<file path="src/rtl/control_riesgos.sv">
// control_riesgos: prioritized pipeline sequencing controller.
// Merges load-use hazard detection, multi-cycle data-memory wait and
// taken-branch flush into one FSM. It drives the stage enables, the ID/EX
// bubble mux and the IF/ID flush, and counts stalled cycles.
//
// Ports:
//   i_clk, i_rst            clock, synchronous active-high reset
//   i_ra_dec, i_re_a_dec    Decode source A and its active-low read enable
//   i_rb_dec, i_re_b_dec    Decode source B and its active-low read enable
//   i_rd_exe                Execute destination register
//   i_mem_re_exe            active-low; 0 = Execute instruction is a load
//   i_branch_taken_exe      taken branch/jump resolved in Execute
//   i_mem_req_mem           Memory-stage instruction accesses data memory
//   o_*_en_c                combinational PC / IF_ID / ID_EX / EX_MEM enables
//   o_nop_mux_c             1 = bubble into ID/EX
//   o_flush_if_id_c         1 = IF/ID captures a NOP
//   o_wb_nop_c              1 = MEM/WB captures a bubble
//   o_stall_cnt             registered saturating count of cycles with PC_EN=0
module control_riesgos #(
    parameter int unsigned MEM_LAT = 2
) (
    input  logic        i_clk,
    input  logic        i_rst,
    input  logic [3:0]  i_ra_dec,
    input  logic        i_re_a_dec,
    input  logic [3:0]  i_rb_dec,
    input  logic        i_re_b_dec,
    input  logic [3:0]  i_rd_exe,
    input  logic        i_mem_re_exe,
    input  logic        i_branch_taken_exe,
    input  logic        i_mem_req_mem,
    output logic        o_pc_en_c,
    output logic        o_if_id_en_c,
    output logic        o_id_ex_en_c,
    output logic        o_ex_mem_en_c,
    output logic        o_nop_mux_c,
    output logic        o_flush_if_id_c,
    output logic        o_wb_nop_c,
    output logic [15:0] o_stall_cnt
);

    localparam int unsigned CNT_W    = 4;
    localparam int unsigned STALL_W  = 16;
    // Wait-counter preload; the detection cycle and the release cycle are
    // not counted, hence MEM_LAT-2.
    localparam int unsigned CNT_INIT = (MEM_LAT > 1) ? (MEM_LAT - 2) : 0;
    localparam logic        LONG_MEM = (MEM_LAT > 1) ? 1'b1 : 1'b0;

    typedef enum logic [1:0] {
        ST_RUN      = 2'd0,
        ST_MEM_WAIT = 2'd1,
        ST_FLUSH    = 2'd2
    } state_t;

    state_t               r_state;
    state_t               w_state_nxt;
    logic [CNT_W-1:0]     r_cnt;
    logic [CNT_W-1:0]     w_cnt_nxt;
    logic                 r_pend_flush;
    logic                 w_pend_flush_nxt;
    logic [STALL_W-1:0]   r_stall_cnt;
    logic                 w_hazard;
    logic                 w_mem_stall;

    // Load-use: Execute load writes a register Decode is about to read.
    assign w_hazard = ~i_mem_re_exe &
                      ((~i_re_a_dec & (i_ra_dec == i_rd_exe)) |
                       (~i_re_b_dec & (i_rb_dec == i_rd_exe)));

    // Single-cycle memory never needs a wait.
    assign w_mem_stall = i_mem_req_mem & LONG_MEM;

    // Next-state and combinational output decode.
    always_comb begin
        o_pc_en_c        = 1'b1;
        o_if_id_en_c     = 1'b1;
        o_id_ex_en_c     = 1'b1;
        o_ex_mem_en_c    = 1'b1;
        o_nop_mux_c      = 1'b0;
        o_flush_if_id_c  = 1'b0;
        o_wb_nop_c       = 1'b0;
        w_state_nxt      = r_state;
        w_cnt_nxt        = r_cnt;
        w_pend_flush_nxt = r_pend_flush;

        if (i_rst) begin
            o_pc_en_c       = 1'b0;
            o_if_id_en_c    = 1'b0;
            o_id_ex_en_c    = 1'b0;
            o_ex_mem_en_c   = 1'b0;
            o_nop_mux_c     = 1'b1;
            o_flush_if_id_c = 1'b1;
            o_wb_nop_c      = 1'b1;
            w_state_nxt     = ST_RUN;
        end else begin
            case (r_state)
                ST_RUN: begin
                    if (w_mem_stall) begin
                        o_pc_en_c     = 1'b0;
                        o_if_id_en_c  = 1'b0;
                        o_id_ex_en_c  = 1'b0;
                        o_ex_mem_en_c = 1'b0;
                        o_wb_nop_c    = 1'b1;
                        w_cnt_nxt     = CNT_W'(CNT_INIT);
                        w_state_nxt   = ST_MEM_WAIT;
                    end else if (i_branch_taken_exe) begin
                        o_flush_if_id_c = 1'b1;
                        o_nop_mux_c     = 1'b1;
                        w_state_nxt     = ST_FLUSH;
                    end else if (w_hazard) begin
                        o_pc_en_c    = 1'b0;
                        o_if_id_en_c = 1'b0;
                        o_nop_mux_c  = 1'b1;
                    end
                end

                ST_MEM_WAIT: begin
                    if (r_cnt != '0) begin
                        o_pc_en_c     = 1'b0;
                        o_if_id_en_c  = 1'b0;
                        o_id_ex_en_c  = 1'b0;
                        o_ex_mem_en_c = 1'b0;
                        o_wb_nop_c    = 1'b1;
                        w_cnt_nxt     = r_cnt - CNT_W'(1);
                    end else if (r_pend_flush) begin
                        // Deferred second wrong-path slot of an earlier branch.
                        o_flush_if_id_c  = 1'b1;
                        w_pend_flush_nxt = 1'b0;
                        w_state_nxt      = ST_RUN;
                    end else if (i_branch_taken_exe) begin
                        o_flush_if_id_c = 1'b1;
                        o_nop_mux_c     = 1'b1;
                        w_state_nxt     = ST_FLUSH;
                    end else if (w_hazard) begin
                        o_pc_en_c    = 1'b0;
                        o_if_id_en_c = 1'b0;
                        o_nop_mux_c  = 1'b1;
                        w_state_nxt  = ST_RUN;
                    end else begin
                        w_state_nxt = ST_RUN;
                    end
                end

                ST_FLUSH: begin
                    // Execute holds a bubble, so branch and hazard are moot.
                    if (w_mem_stall) begin
                        o_pc_en_c        = 1'b0;
                        o_if_id_en_c     = 1'b0;
                        o_id_ex_en_c     = 1'b0;
                        o_ex_mem_en_c    = 1'b0;
                        o_wb_nop_c       = 1'b1;
                        w_cnt_nxt        = CNT_W'(CNT_INIT);
                        w_pend_flush_nxt = 1'b1;
                        w_state_nxt      = ST_MEM_WAIT;
                    end else begin
                        o_flush_if_id_c = 1'b1;
                        w_state_nxt     = ST_RUN;
                    end
                end

                default: begin
                    w_state_nxt = ST_RUN;
                end
            endcase
        end
    end

    // State, wait counter, pending flush and saturating stall counter.
    always_ff @(posedge i_clk) begin
        if (i_rst) begin
            r_state      <= ST_RUN;
            r_cnt        <= '0;
            r_pend_flush <= 1'b0;
            r_stall_cnt  <= '0;
        end else begin
            r_state      <= w_state_nxt;
            r_cnt        <= w_cnt_nxt;
            r_pend_flush <= w_pend_flush_nxt;
            if (!o_pc_en_c && (r_stall_cnt != {STALL_W{1'b1}})) begin
                r_stall_cnt <= r_stall_cnt + STALL_W'(1);
            end
        end
    end

    assign o_stall_cnt = r_stall_cnt;

endmodule

</file>
<file path="config.mk">
export PLATFORM = sky130hd
export DESIGN_NAME = control_riesgos
export DESIGN_NICKNAME = d
export VERILOG_FILES = /design/src/rtl/control_riesgos.sv
export SDC_FILE = /design/constraint.sdc
export NUM_CORES = 1
export LEC_CHECK = 0
export CORE_ASPECT_RATIO = 0.75
export CORE_MARGIN = 2
export CORE_UTILIZATION = 30
export DETAILED_ROUTE_END_ITERATION = 16
export GPL_TIMING_DRIVEN = 0
export SLEW_MARGIN = 20
export SYNTH_ARGS = -nofsm -noshare
export SYNTH_HDL_FRONTEND = slang
export SYNTH_SLANG_ARGS = --single-unit
</file>
<file path="constraint.sdc">
create_clock -name i_clk -period 3.4 [get_ports i_clk]
set_input_delay 0.68 -clock i_clk [delete_from_list [all_inputs] [get_ports i_clk]]
set_output_delay 0.68 -clock i_clk [all_outputs]
set_load 0.005 [all_outputs]
</file>
-- After elaboration in Yosys (flattened, before gate mapping)
Cells that the tools add are included.
- add/sub/neg operators: 2
- equal/unequal tests: 10
- multiplexer cells: 41
- bitwise gates (word level): 7
- reduce and logical (&&, ||, !) cells: 10
- operators by type and width (operator ; number):
    2-to-1 mux 1 bit ; 26
    adder 16 x 1 -> 16 bit (second input constant) ; 1
    inequality test 16 bit (second input constant) ; 1
    2-to-1 mux 2 bit ; 5
    == test 4 bit ; 2
    2-to-1 mux 4 bit ; 2
    one-hot mux 1 bit (2 select lines) ; 4
    one-hot mux 4 bit (2 select lines) ; 1
    inequality test 2 bit (second input constant) ; 3
    one-hot mux 1 bit (3 select lines) ; 2
    one-hot mux 2 bit (3 select lines) ; 1
    AND reduction 3 bit ; 2
    nonzero test 2 bit ; 2
    nonzero test 4 bit ; 1
    subtractor 4 x 1 -> 4 bit (second input constant) ; 1
    bitwise AND 1 bit ; 3
    inequality test 3 bit (second input constant) ; 1
    inverter 1 bit ; 3
    == test 2 x 1 -> 1 bit (second input constant) ; 1
    == test 2 bit (second input constant) ; 1
    zero test 2 bit ; 1
    inequality test 2 x 1 -> 1 bit (second input constant) ; 1
    AND reduction 2 bit ; 1
    OR reduction 2 bit ; 1
    3 further kinds ; 3
- flip-flop bits (word level): 23
- input port bits: 19
- output and inout port bits: 23
- word-level logic and storage cells: 74

-- Longest topological paths before layout
Gate-level depths: netlist of run 1.
- depth in word-level cells: 12
- gate-level depth with buffers: 11
- depth with buffers taken out: 9

-- Least setup slack after synthesis of run 1
OpenSTA, ideal clock, no wires.
- path type: input to output
- start: in i_ra_dec[0]
- end: out o_pc_en_c
- arrival: 1.984 ns
- required time: 2.720 ns
- path slack: 0.736 ns
- cell stages on the path: 7
- buffers on the path: 1
- cell sequence: xnor2_1 > nand3_1 > nor4_1 > o21ai_0 > a21oi_1 > nor2_1 > buf_4
- cells in the longest elaborated chain, start to end: 10
- elaborated cells on any way between the ends: 11
- classes of those cells: 1 x eq/ne; 7 x mux; 3 x bitwise
- ends and longest elaborated chain (item ; line ; RTL):
    from (decl) ; 24 ; input logic [3:0] i_ra_dec,
    == test 4 bit * ; 67 ; ((~i_re_a_dec & (i_ra_dec == i_rd_exe)) |
    bitwise AND 1 bit * ; 67 ;
    OR 1 bit * ; 67 ;
    bitwise AND 1 bit * ; 66 ; assign w_hazard = ~i_mem_re_exe &
    2-to-1 mux 1 bit * (2 in series) ; -- ;
    2-to-1 mux 1 bit (2 in series) ; -- ;
    one-hot mux 1 bit (3 select lines) * ; -- ;
    2-to-1 mux 1 bit * ; -- ;
    to (decl) ; 32 ; output logic o_pc_en_c,
Every way passes the cells marked *; elsewhere a longest branch is shown, timed or not.

-- Worst setup path after layout of run 1
- start: in i_rd_exe[1]
- end: out o_nop_mux_c
- cells in the longest elaborated chain, start to end: 10
- elaborated cells on any way between the ends: 13
- classes of those cells: 2 x eq/ne; 7 x mux; 4 x bitwise
- ends and longest elaborated chain (item ; line ; RTL):
    from (decl) ; 28 ; input logic [3:0] i_rd_exe,
    == test 4 bit, on equally long branches ; 67, 68 ;
    bitwise AND 1 bit, on equally long branches ; 67, 68 ;
    OR 1 bit * ; 67 ;
    bitwise AND 1 bit * ; 66 ;
    2-to-1 mux 1 bit * ; 110, 134 ;
    2-to-1 mux 1 bit * ; 106 ; end else if (i_branch_taken_exe) begin
    2-to-1 mux 1 bit ; 125 ; end else if (r_pend_flush) begin
    2-to-1 mux 1 bit ; 118 ; if (r_cnt != '0) begin
    one-hot mux 1 bit (2 select lines) * ; 96 ; case (r_state)
    2-to-1 mux 1 bit * ; 86 ; if (i_rst) begin
    to (decl) ; 36 ; output logic o_nop_mux_c,
Marked as above.

==> summary.md, run 1 <==
| Metric | Value |
|---|---|
| Status | complete, no violations |
| Slew HR | 55.7% |
| Top cells by area, synth | dfxtp_1 (33%), xnor2_1 (6.2%), a21oi_2 (5.6%), nor2_1 (4.3%), nand3_1 (3.6%) |
| Worst hold endpoint | r_cnt[0]$_SDFFE_PP0P_ |
| CP most frequent cell | clkdlybuf4s50_1 |
| F_max | 303 MHz |
| Register bit total from synthesis | 23 |
| Seq/Total Area, Yosys | 32.8% |
| Worst-path clk slew | 0.08 ns |
| Worst EP required | 2.72 ns |
| RR Endpoint | o_stall_cnt[0]$_SDFFE_PP0P_ |
| GRT Total Usage | 13.1% |
| CP Capture Type | output pin |
| CORE AREA | 0.00449 mm^2 |
| Clock latency at the later pin of the worst-skew pair | 0.26 ns |
| Die Span X | 83.0 um |
| Leak | 0.651 nW |
| Ys async rst share | 0% |
| EDFF count, synth | 0 |
| Inserted Clock Buffers | 3 |
| First-pass GRT wire length | 5.67 mm |
| Area leader, netlist | dfxtp_1 |
| Period minus WS final | 3.30 ns |
| Largest net degree at the start of global routing | 13 |
| CP arrival | 2.62 ns |
| Reg2reg start | r_cnt[0]$_SDFFE_PP0P_ |
| Number of cells after detailed placement | 266 |
| VDD IR-drop max | 0.000216 V |
| Gpl congestion | 0.803 |
| Levels on crit path | 7 |
| Buf/Inv on CP | 3 |
| Starting DRC count in detailed routing | 63 |
| Layout Skew | 0.00400 ns |
| DR vias/cell | 5.14 |
| Count of different cell masters after synthesis | 43 |
| Synth Area per Inst | 8.31 um^2 |
| YS warnings | 0 |
| Worst setup margin | 0.0977 ns |
| Maxcap violations | 0 |
| CP Max Fanout | 2 |
| Crit-path cells | clkdlybuf4s50_1 -> xor2_1 -> nor4_4 -> buf_4 -> or3_1 -> a31o_2 -> clkdlybuf4s50_1 |
| Initial antenna violation count | 0 |
| Syn Inst Count | 169 |
| Routed wire per std cell | 12.9 um |
| Depth of the CTS H-tree | 1 |
| Post-route DRC violation count | 0 |
| Final hold violations | 0 |
| Hold Path Stages | 1 |
| CTS root buffer | clkbuf_8 |
| Hold crit path type | flip-flop to flip-flop |
| Worst Setup Start Kind | input port |
| # clock sinks | 23 |
| CP peak stage delay | 0.50 ns |
| Area growth syn-to-layout | 41.1% |
| Crit share post-route | 97.1% |
| Grt total ovfl | 0 |
| RSZ-0062 raised after global routing | false |
| Top-area cell type share of the netlist area | 32.8% |
| Cell row count | 21 |
| Pre-CTS WS | -0.512 ns |
| Post-detail-place hpwl | 2.61 mm |
| Power Density | 320 mW/mm^2 |
| HP Start | r_cnt[0]$_SDFFE_PP0P_ |
| Die height | 63.3 um |
| CTS tree | built |
| Drt first pass iters | 4 |
| Synthesized net count | 190 |
| Max Slew Vio Count | 0 |
| Nets | 238 |
| R2r setup slk | 0.96 ns |
| Port-buffer cells | 40 |
| WHS | 0.507 ns |
| Slowest library cell on the worst path | clkdlybuf4s50_1 |
| Initial Utilization | 31.3% |
| Cell family with most CP delay | buffers and inverters |
| Worst-case reg-to-reg path depth | 11 |
| Final Setup Violations | 0 |
| Main synth FF type | dfxtp_1 |
| Final cell count without fillers | 273 |
| Final wirelength | 3.53 mm |
| Top-Level Pins | 42 |
| Synthesized cell area | 0.00141 mm^2 |
| ANT cells | 0 |
| Die footprint | 0.00525 mm^2 |
| Least-Margin Pin Slew | 0.664 ns |
| Clock Path Buffers | 2 |
| Post-route ant nets | 0 |
| Fillcell total | 453 |
| Vias in the first global route | 1217 |
| Share of cells above drive strength 1 | 15.3% |
| Critical path type | input port to output pin |
| Via count | 1402 |
==> cell usage in the layout, fill, tap and decap left out, types with 10 or more instances in the layout <==
| cell | instances |
|---|---|
| nand3_1 | 10 |
| dfxtp_1 | 23 |
| xnor2_1 | 10 |
| clkdlybuf4s50_1 | 36 |
| nand2_1 | 12 |
| nor2_1 | 15 |
| a21oi_2 | 10 |
==> registers in the layout, summed over array words and instances (netlist names) <==
signal	flops
r_state	2
r_cnt	4
o_stall_cnt	16
r_pend_flush	1
==> repair_timing <==
action                     4_1_cts  5_1_grt
resized for setup               10        2
setup endpoints to repair        2        2
hold buffers                     0        0
buffers inserted                 3        0
pin swaps                        4        5
==> routing by layer <==
layer  track usage (%)  vias to the layer above  part of all wire, %
li1                  -                      707                    -
met1              19.6                      649                   53
met2              18.0                       44                   40
met3              3.93                        2                  6.3
met4              3.07                        0                 0.77
met5                 0                        -                    0
==> cell type report <==
type	count	area [um^2]	area share, %
Multi-Input combinational cell	133	910	45.9
Timing Repair Buffer	43	422	21.3
Inverter	6	22.5	1.14
Sequential cell	23	460	23.2
Tap cell	57	71.3	3.60
Clock buffer	4	45.0	2.27
Buffer	7	52.6	2.65
==> report_power, final <==
group / internal (W) / leakage, nW / switching, W / total [W]
Combinational: 0.0000894 / 0.442 / 0.0000805 / 0.000170
Sequential: 0.000278 / 0.186 / 0.0000140 / 0.000292
Clock: 0.0000837 / 0.0228 / 0.0000897 / 0.000173
==> synthesized netlist by cell type (all sizes together), types with 2 or more instances <==
cell type / instances
xnor2: 10
and2: 4
a21oi: 16
nor4: 4
nand2b: 2
nand4: 3
nor3: 3
a311oi: 2
nand2: 12
nand3: 11
or3: 6
inv: 6
clkbuf: 3
or4: 4
or2: 2
dfxtp: 23
xor2: 4
nor2: 17
a211oi: 4
ha: 2
o31ai: 3
buf: 4
o21ai: 10
and3: 2
==> worst max path at each step <==
stage                 from     endpoint  slack (ns)
2_1_floorplan  i_ra_dec[0]    o_pc_en_c        0.74
3_3_place_gp   i_rd_exe[0]    o_pc_en_c       -0.50
3_5_place_dp   i_rd_exe[0]    o_pc_en_c       -0.51
4_1_cts        i_ra_dec[0]    o_pc_en_c       0.005
5_1_grt        i_rd_exe[1]  o_nop_mux_c        0.04
6_report       i_rd_exe[1]  o_nop_mux_c         0.1
==> worst reg2reg max path: stages, from the launching register on <==
cell,delay [ns]
dfxtp_1,0.34
inv_1,0.06
ha_1,0.20
or4bb_1,0.55
a21oi_2,0.32
nor2_2,0.09
o21ai_1,0.13
and2_1,0.16
buf_6,0.14
buf_8,0.14
xor2_1,0.14
nor2_1,0.05
==> kinds of logic after synthesis <==
| family | synth area share (%) |
|---|---|
| XOR/XNOR | 8.73 |
| AO/OA/AOI/OAI | 22.1 |
| buffers and inverters | 5.34 |
| adder cells (fa/ha/maj) | 1.78 |
| AND/OR/NAND/NOR | 29.3 |
| flip-flops | 32.8 |
==> per-stage QoR <==
stage	util, %	cell area [um^2]	power (W)	setup TNS (ns)
6_report	44.1	1980	0.000635	0
5_1_grt	44.1	1980	0.000669	0
4_1_cts	43.9	1970	0.000639	0
3_5_place_dp	41.8	1880	0.000456	-0.901
3_3_place_gp	41.8	1880	0.000456	-0.890
2_1_floorplan	-	1410	0.000383	0
(Power assumes the default switching activity.)
==> inputs of run 2 (changes only) <==
- ABC_CLOCK_PERIOD_IN_PS: unset -> 3980
- MAX_ROUTING_LAYER: unset -> met4
- clock period: 3.4 -> 3.98 ns (I/O delays scaled with it)
==> summary.md, run 2 (synthesis results as in run 1) <==
| Metric | Value |
|---|---|
| Starting DRC count in detailed routing | 60 |
| VDD IR-drop max | 0.000183 V |
| Hold Path Stages | 1 |
| Fillcell total | 458 |
| CP Capture Type | output pin |
| WHS | 0.506 ns |
| Critical path type | input port to output pin |
| Commonest non-fill, non-tap cells in the layout | clkdlybuf4s50_1 (40), dfxtp_1 (23), nor2_1 (16), nand2_1 (12) |
| Final Setup Violations | 0 |
| Port-buffer cells | 40 |
| ANT cells | 0 |
| GRT Total Usage | 13.2% |
| Maxcap violations | 0 |
| Worst-path clk slew | 0.08 ns |
| # clock sinks | 23 |
| Drt first pass iters | 4 |
| CTS tree | built |
| P_int | 0.000386 W |
| Cell row count | 21 |
| Largest net degree at the start of global routing | 13 |
| Worst Setup Start Kind | input port |
| Share of cells above drive strength 1 | 13.6% |
| Initial antenna violation count | 0 |
| Post-layout util | 43.3% |
| Slew HR | 57.4% |
| Period minus WS final | 3.78 ns |
| Post-route DRC violation count | 0 |
| Setup TNS | 0 ns |
| Max Slew Vio Count | 0 |
| Crit share post-route | 94.9% |
| RSZ-0062 raised after global routing | false |
| Nets | 236 |
| Post-route ant nets | 0 |
| Hold crit path type | flip-flop to flip-flop |
| Number of flip-flops under the largest register name | 16 |
| Metal2 WL | 1.31 mm |
| First-pass GRT wire length | 5.57 mm |
| Inserted Clock Buffers | 3 |
| CORE AREA | 0.00449 mm^2 |
| Least-Margin Pin Slew | 0.639 ns |
| M1 wire length | 1.87 mm |
| F_max | 265 MHz |
| Worst setup margin | 0.202 ns |
| Final wirelength | 3.42 mm |
| Layout Skew | 0.00261 ns |
| Highest metal used | met4 |
| CP most frequent cell | clkdlybuf4s50_1 |
| Via count | 1376 |
| Clock power share | 27.3% |
| Sw Ratio | 28.4% |
| Most common cell after layout, fill and taps aside | clkdlybuf4s50_1 |
| Total length of routed met3 wires | 206 um |
| Top-Level Pins | 42 |
| NetSw | 0.000153 W |
| Clock Path Buffers | 2 |
| Combinational power share | 26.4% |
| Die height | 63.3 um |
| CP peak stage delay | 0.50 ns |
| Die Span X | 83.0 um |
| Routed wire per std cell | 12.6 um |
| CP arrival | 2.98 ns |
| Final hold violations | 0 |
| DR vias/cell | 5.08 |
| Vias in the first global route | 1182 |
| Pre-CTS WS | -0.164 ns |
| Slowest library cell on the worst path | clkdlybuf4s50_1 |
| Worst EP required | 3.18 ns |
| Seq pwr share | 46.3% |
| Gpl congestion | 0.814 |
| Grt total ovfl | 0 |
| CP Max Fanout | 4 |
| Worst-case reg-to-reg path depth | 11 |
| Crit-path cells | clkdlybuf4s50_1 -> xnor2_1 -> nand3_1 -> nor4_2 -> o21ai_0 -> a21oi_2 -> nor2_1 -> buf_4 -> clkdlybuf4s50_1 |
| Status | complete, no violations |
| Depth of the CTS H-tree | 1 |
| Area growth syn-to-layout | 38.5% |
| Clock latency at the later pin of the worst-skew pair | 0.26 ns |
| Die footprint | 0.00525 mm^2 |
| Placed cell area | 0.00188 mm^2 |
| Design area | 0.00195 mm^2 |
| Post-detail-place hpwl | 2.61 mm |
| Leak | 0.619 nW |
| Initial Utilization | 31.3% |
| CTS root buffer | clkbuf_8 |
| Power Density | 277 mW/mm^2 |
==> run 2: through the flow <==
step | cells | power, W
2_1_floorplan | 169 | 0.000327
3_3_place_gp | 266 | 0.000389
3_5_place_dp | 266 | 0.000389
4_1_cts | 271 | 0.000543
5_1_grt | 271 | 0.000569
6_report | 271 | 0.000538
==> run 2: final timing paths <==
path                         start                          end  slack [ns]
max reg2reg  r_cnt[0]$_SDFFE_PP0P_  o_stall_cnt[0]$_SDFFE_PP0P_        1.56
max                    i_rd_exe[0]                    o_pc_en_c        0.20
min          r_cnt[0]$_SDFFE_PP0P_        r_cnt[0]$_SDFFE_PP0P_        0.51
min reg2reg  r_cnt[0]$_SDFFE_PP0P_        r_cnt[0]$_SDFFE_PP0P_        0.51
==> run 2: critical path: cells and delay by family <==
kind,cells,cell delay [ns]
buffers and inverters,3,1.09
AND/OR/NAND/NOR,3,0.47
XOR/XNOR,1,0.13
AO/OA/AOI/OAI,2,0.47
==> run 2: layout make-up <==
type	count	area, um^2	share of cell area [%]
plain buffers	7	52.6	2.70
clock buffers	4	45.0	2.32
inverters	6	22.5	1.16
multi-input cells	133	886	45.5
flip-flops and latches	23	460	23.7
well taps	57	71.3	3.67
repair buffers	41	408	21.0
==> run 2: power groups by stage <==
stage	clock network (W)	logic (W)	registers [W]
after floorplan	0	0.0000756	0.000252
after global placement	0	0.000135	0.000254
after detailed placement	0	0.000135	0.000254
after CTS	0.000152	0.000142	0.000249
after global routing	0.000163	0.000156	0.000251
final	0.000147	0.000142	0.000249
==> run 2: routing by layer <==
layer,up-vias,global-route usage (%)
li1,703,-
met1,621,19.9
met2,50,17.4
met3,2,3.28
met4,0,3.07
met5,-,-
==> run 2: timing repair <==
action                                  in CTS  in global routing
endpoints found under the setup margin       2                  2
cloned                                       0                  0
pin swaps                                    1                  0
gates resized for setup                      1                  2
buffers inserted                             1                  0
hold buffers                                 0                  0
==> inputs of run 3 (changes only) <==
- CELL_PAD_IN_SITES_DETAIL_PLACEMENT: unset -> 1
- CELL_PAD_IN_SITES_GLOBAL_PLACEMENT: unset -> 1
- CORE_MARGIN: 2 -> 4
- PLACE_DENSITY_LB_ADDON: unset -> 0.1
==> summary.md, run 3 (synthesis results as in run 1) <==
| Metric | Value |
|---|---|
| Status | complete, no violations |
| Depth of the CTS H-tree | 1 |
| Worst EP required | 3.18 ns |
| Seq pwr share | 45.3% |
| Critical path type | input port to output pin |
| Clock latency at the later pin of the worst-skew pair | 0.27 ns |
| Routed wire per std cell | 15.7 um |
| Period minus WS final | 3.78 ns |
| Share of cells above drive strength 1 | 13.6% |
| Area growth syn-to-layout | 38.5% |
| Clock power share | 27.8% |
| Inserted Clock Buffers | 3 |
| Final cell count without fillers | 271 |
| Power Density | 283 mW/mm^2 |
| CTS root buffer | clkbuf_8 |
| NetSw | 0.000164 W |
| Die height | 67.3 um |
| CP arrival | 2.98 ns |
| GRT Total Usage | 15.9% |
| Largest net degree at the start of global routing | 13 |
| Worst Setup Start Kind | input port |
| Die footprint | 0.00585 mm^2 |
| Final hold violations | 0 |
| F_max | 265 MHz |
| Die Span X | 87.0 um |
| Grt total ovfl | 0 |
| # clock sinks | 23 |
| Total Power | 0.000550 W |
| VDD IR-drop max | 0.000109 V |
| Worst-path clk slew | 0.08 ns |
| Slew HR | 53.5% |
| Hold crit path type | flip-flop to flip-flop |
| Initial Utilization | 31.3% |
| CP Capture Type | output pin |
| Vias in the first global route | 1533 |
| Nets | 236 |
| Hold_buf cts | 0 |
| Drt first pass iters | 4 |
| Least-Margin Pin Slew | 0.698 ns |
| Port-buffer cells | 40 |
| First-pass GRT wire length | 7.16 mm |
| Top-Level Pins | 42 |
| Number of cells after detailed placement | 266 |
| Design area | 0.00195 mm^2 |
| Cell row count | 21 |
| Post-route ant nets | 0 |
| Commonest non-fill, non-tap cells in the layout | clkdlybuf4s50_1 (40), dfxtp_1 (23), nor2_1 (16), nand2_1 (12) |
| DR vias/cell | 5.30 |
| Max Slew Vio Count | 0 |
| Final wirelength | 4.25 mm |
| Leak | 0.619 nW |
| P_int | 0.000386 W |
| Most common cell after layout, fill and taps aside | clkdlybuf4s50_1 |
| CORE AREA | 0.00449 mm^2 |
| Post-layout util | 43.3% |
| WHS | 0.529 ns |
| Layout Skew | 0.00484 ns |
| Clock Path Buffers | 2 |
| Placed cell area | 0.00188 mm^2 |
| CP Max Fanout | 4 |
| Sw Ratio | 29.8% |
| Maxcap violations | 0 |
| Combinational power share | 26.8% |
| Starting DRC count in detailed routing | 42 |
| Via count | 1437 |
| Post-detail-place hpwl | 3.28 mm |
| Gpl congestion | 0.787 |
| RSZ-0062 raised after global routing | false |
| Fillcell total | 532 |
| ANT cells | 0 |
| Post-route DRC violation count | 0 |
| Crit share post-route | 94.9% |
| CTS tree | built |
| Initial antenna violation count | 0 |
| Final Setup Violations | 0 |
| Number of flip-flops under the largest register name | 16 |
[run 3: changes by cell type in the layout (fill, tap and decap cells not counted)]
cell | before | now
o21ai_0 | 4 | 3
o21ai_1 | 6 | 7
[run 3: power groups by stage]
stage / clock network [W] / logic, W / registers (W)
after floorplan: 0 / 0.0000756 / 0.000252
after global placement: 0 / 0.000137 / 0.000254
after detailed placement: 0 / 0.000140 / 0.000254
after CTS: 0.000160 / 0.000148 / 0.000249
after global routing: 0.000168 / 0.000161 / 0.000251
final: 0.000153 / 0.000147 / 0.000249
[run 3: repair_timing]
item                       CTS  global route
pin swaps                    1             0
setup buffers                1             0
hold endpoints to repair     0             0
setup endpoints to repair    2             1
cloned                       0             0
resized for setup            3             1
[run 3: final cells by class]
class                           count  area, um^2  share of cell area (%)
Sequential cell                    23         460                    23.7
Tap cell                           57        71.3                    3.67
Timing Repair Buffer               41         408                    21.0
Inverter                            6        22.5                    1.16
Buffer                              7        52.6                    2.70
Clock buffer                        4        45.0                    2.32
Multi-Input combinational cell    133         886                    45.5
[run 3: per-layer routing]
layer  global-route usage, %  wire [um]  vias up
met5                       -          0        -
met4                    2.92         51        0
met3                    3.29        159        7
met2                    26.4       1900       30
met1                    20.2       2140      698
li1                        -          -      702
[run 3: final timing paths]
path              slack, ns                        start                           to  cells after the start
hold / removal         0.53        r_cnt[0]$_SDFFE_PP0P_        r_cnt[0]$_SDFFE_PP0P_                      1
hold reg to reg        0.53        r_cnt[0]$_SDFFE_PP0P_        r_cnt[0]$_SDFFE_PP0P_                      1
setup / recovery       0.20                  i_rd_exe[3]                    o_pc_en_c                      9
setup reg to reg       1.45  o_stall_cnt[0]$_SDFFE_PP0P_  o_stall_cnt[0]$_SDFFE_PP0P_                     10
[run 3: worst max-delay path, cell delays in order]
cell	delay, ns
clkdlybuf4s50_1	0.52
xnor2_1	0.13
nand3_1	0.11
nor4_2	0.33
o21ai_1	0.18
a21oi_2	0.25
nor2_1	0.08
buf_4	0.16
clkdlybuf4s50_1	0.43
[run 3: stage by stage]
stage | worst slack (ns) | setup TNS [ns]
floorplan | 1.08 | 0
global placement | -0.193 | -0.272
detailed placement | -0.324 | -0.528
CTS | 0.113 | 0
global route | 0.00899 | 0
finish | 0.203 | 0
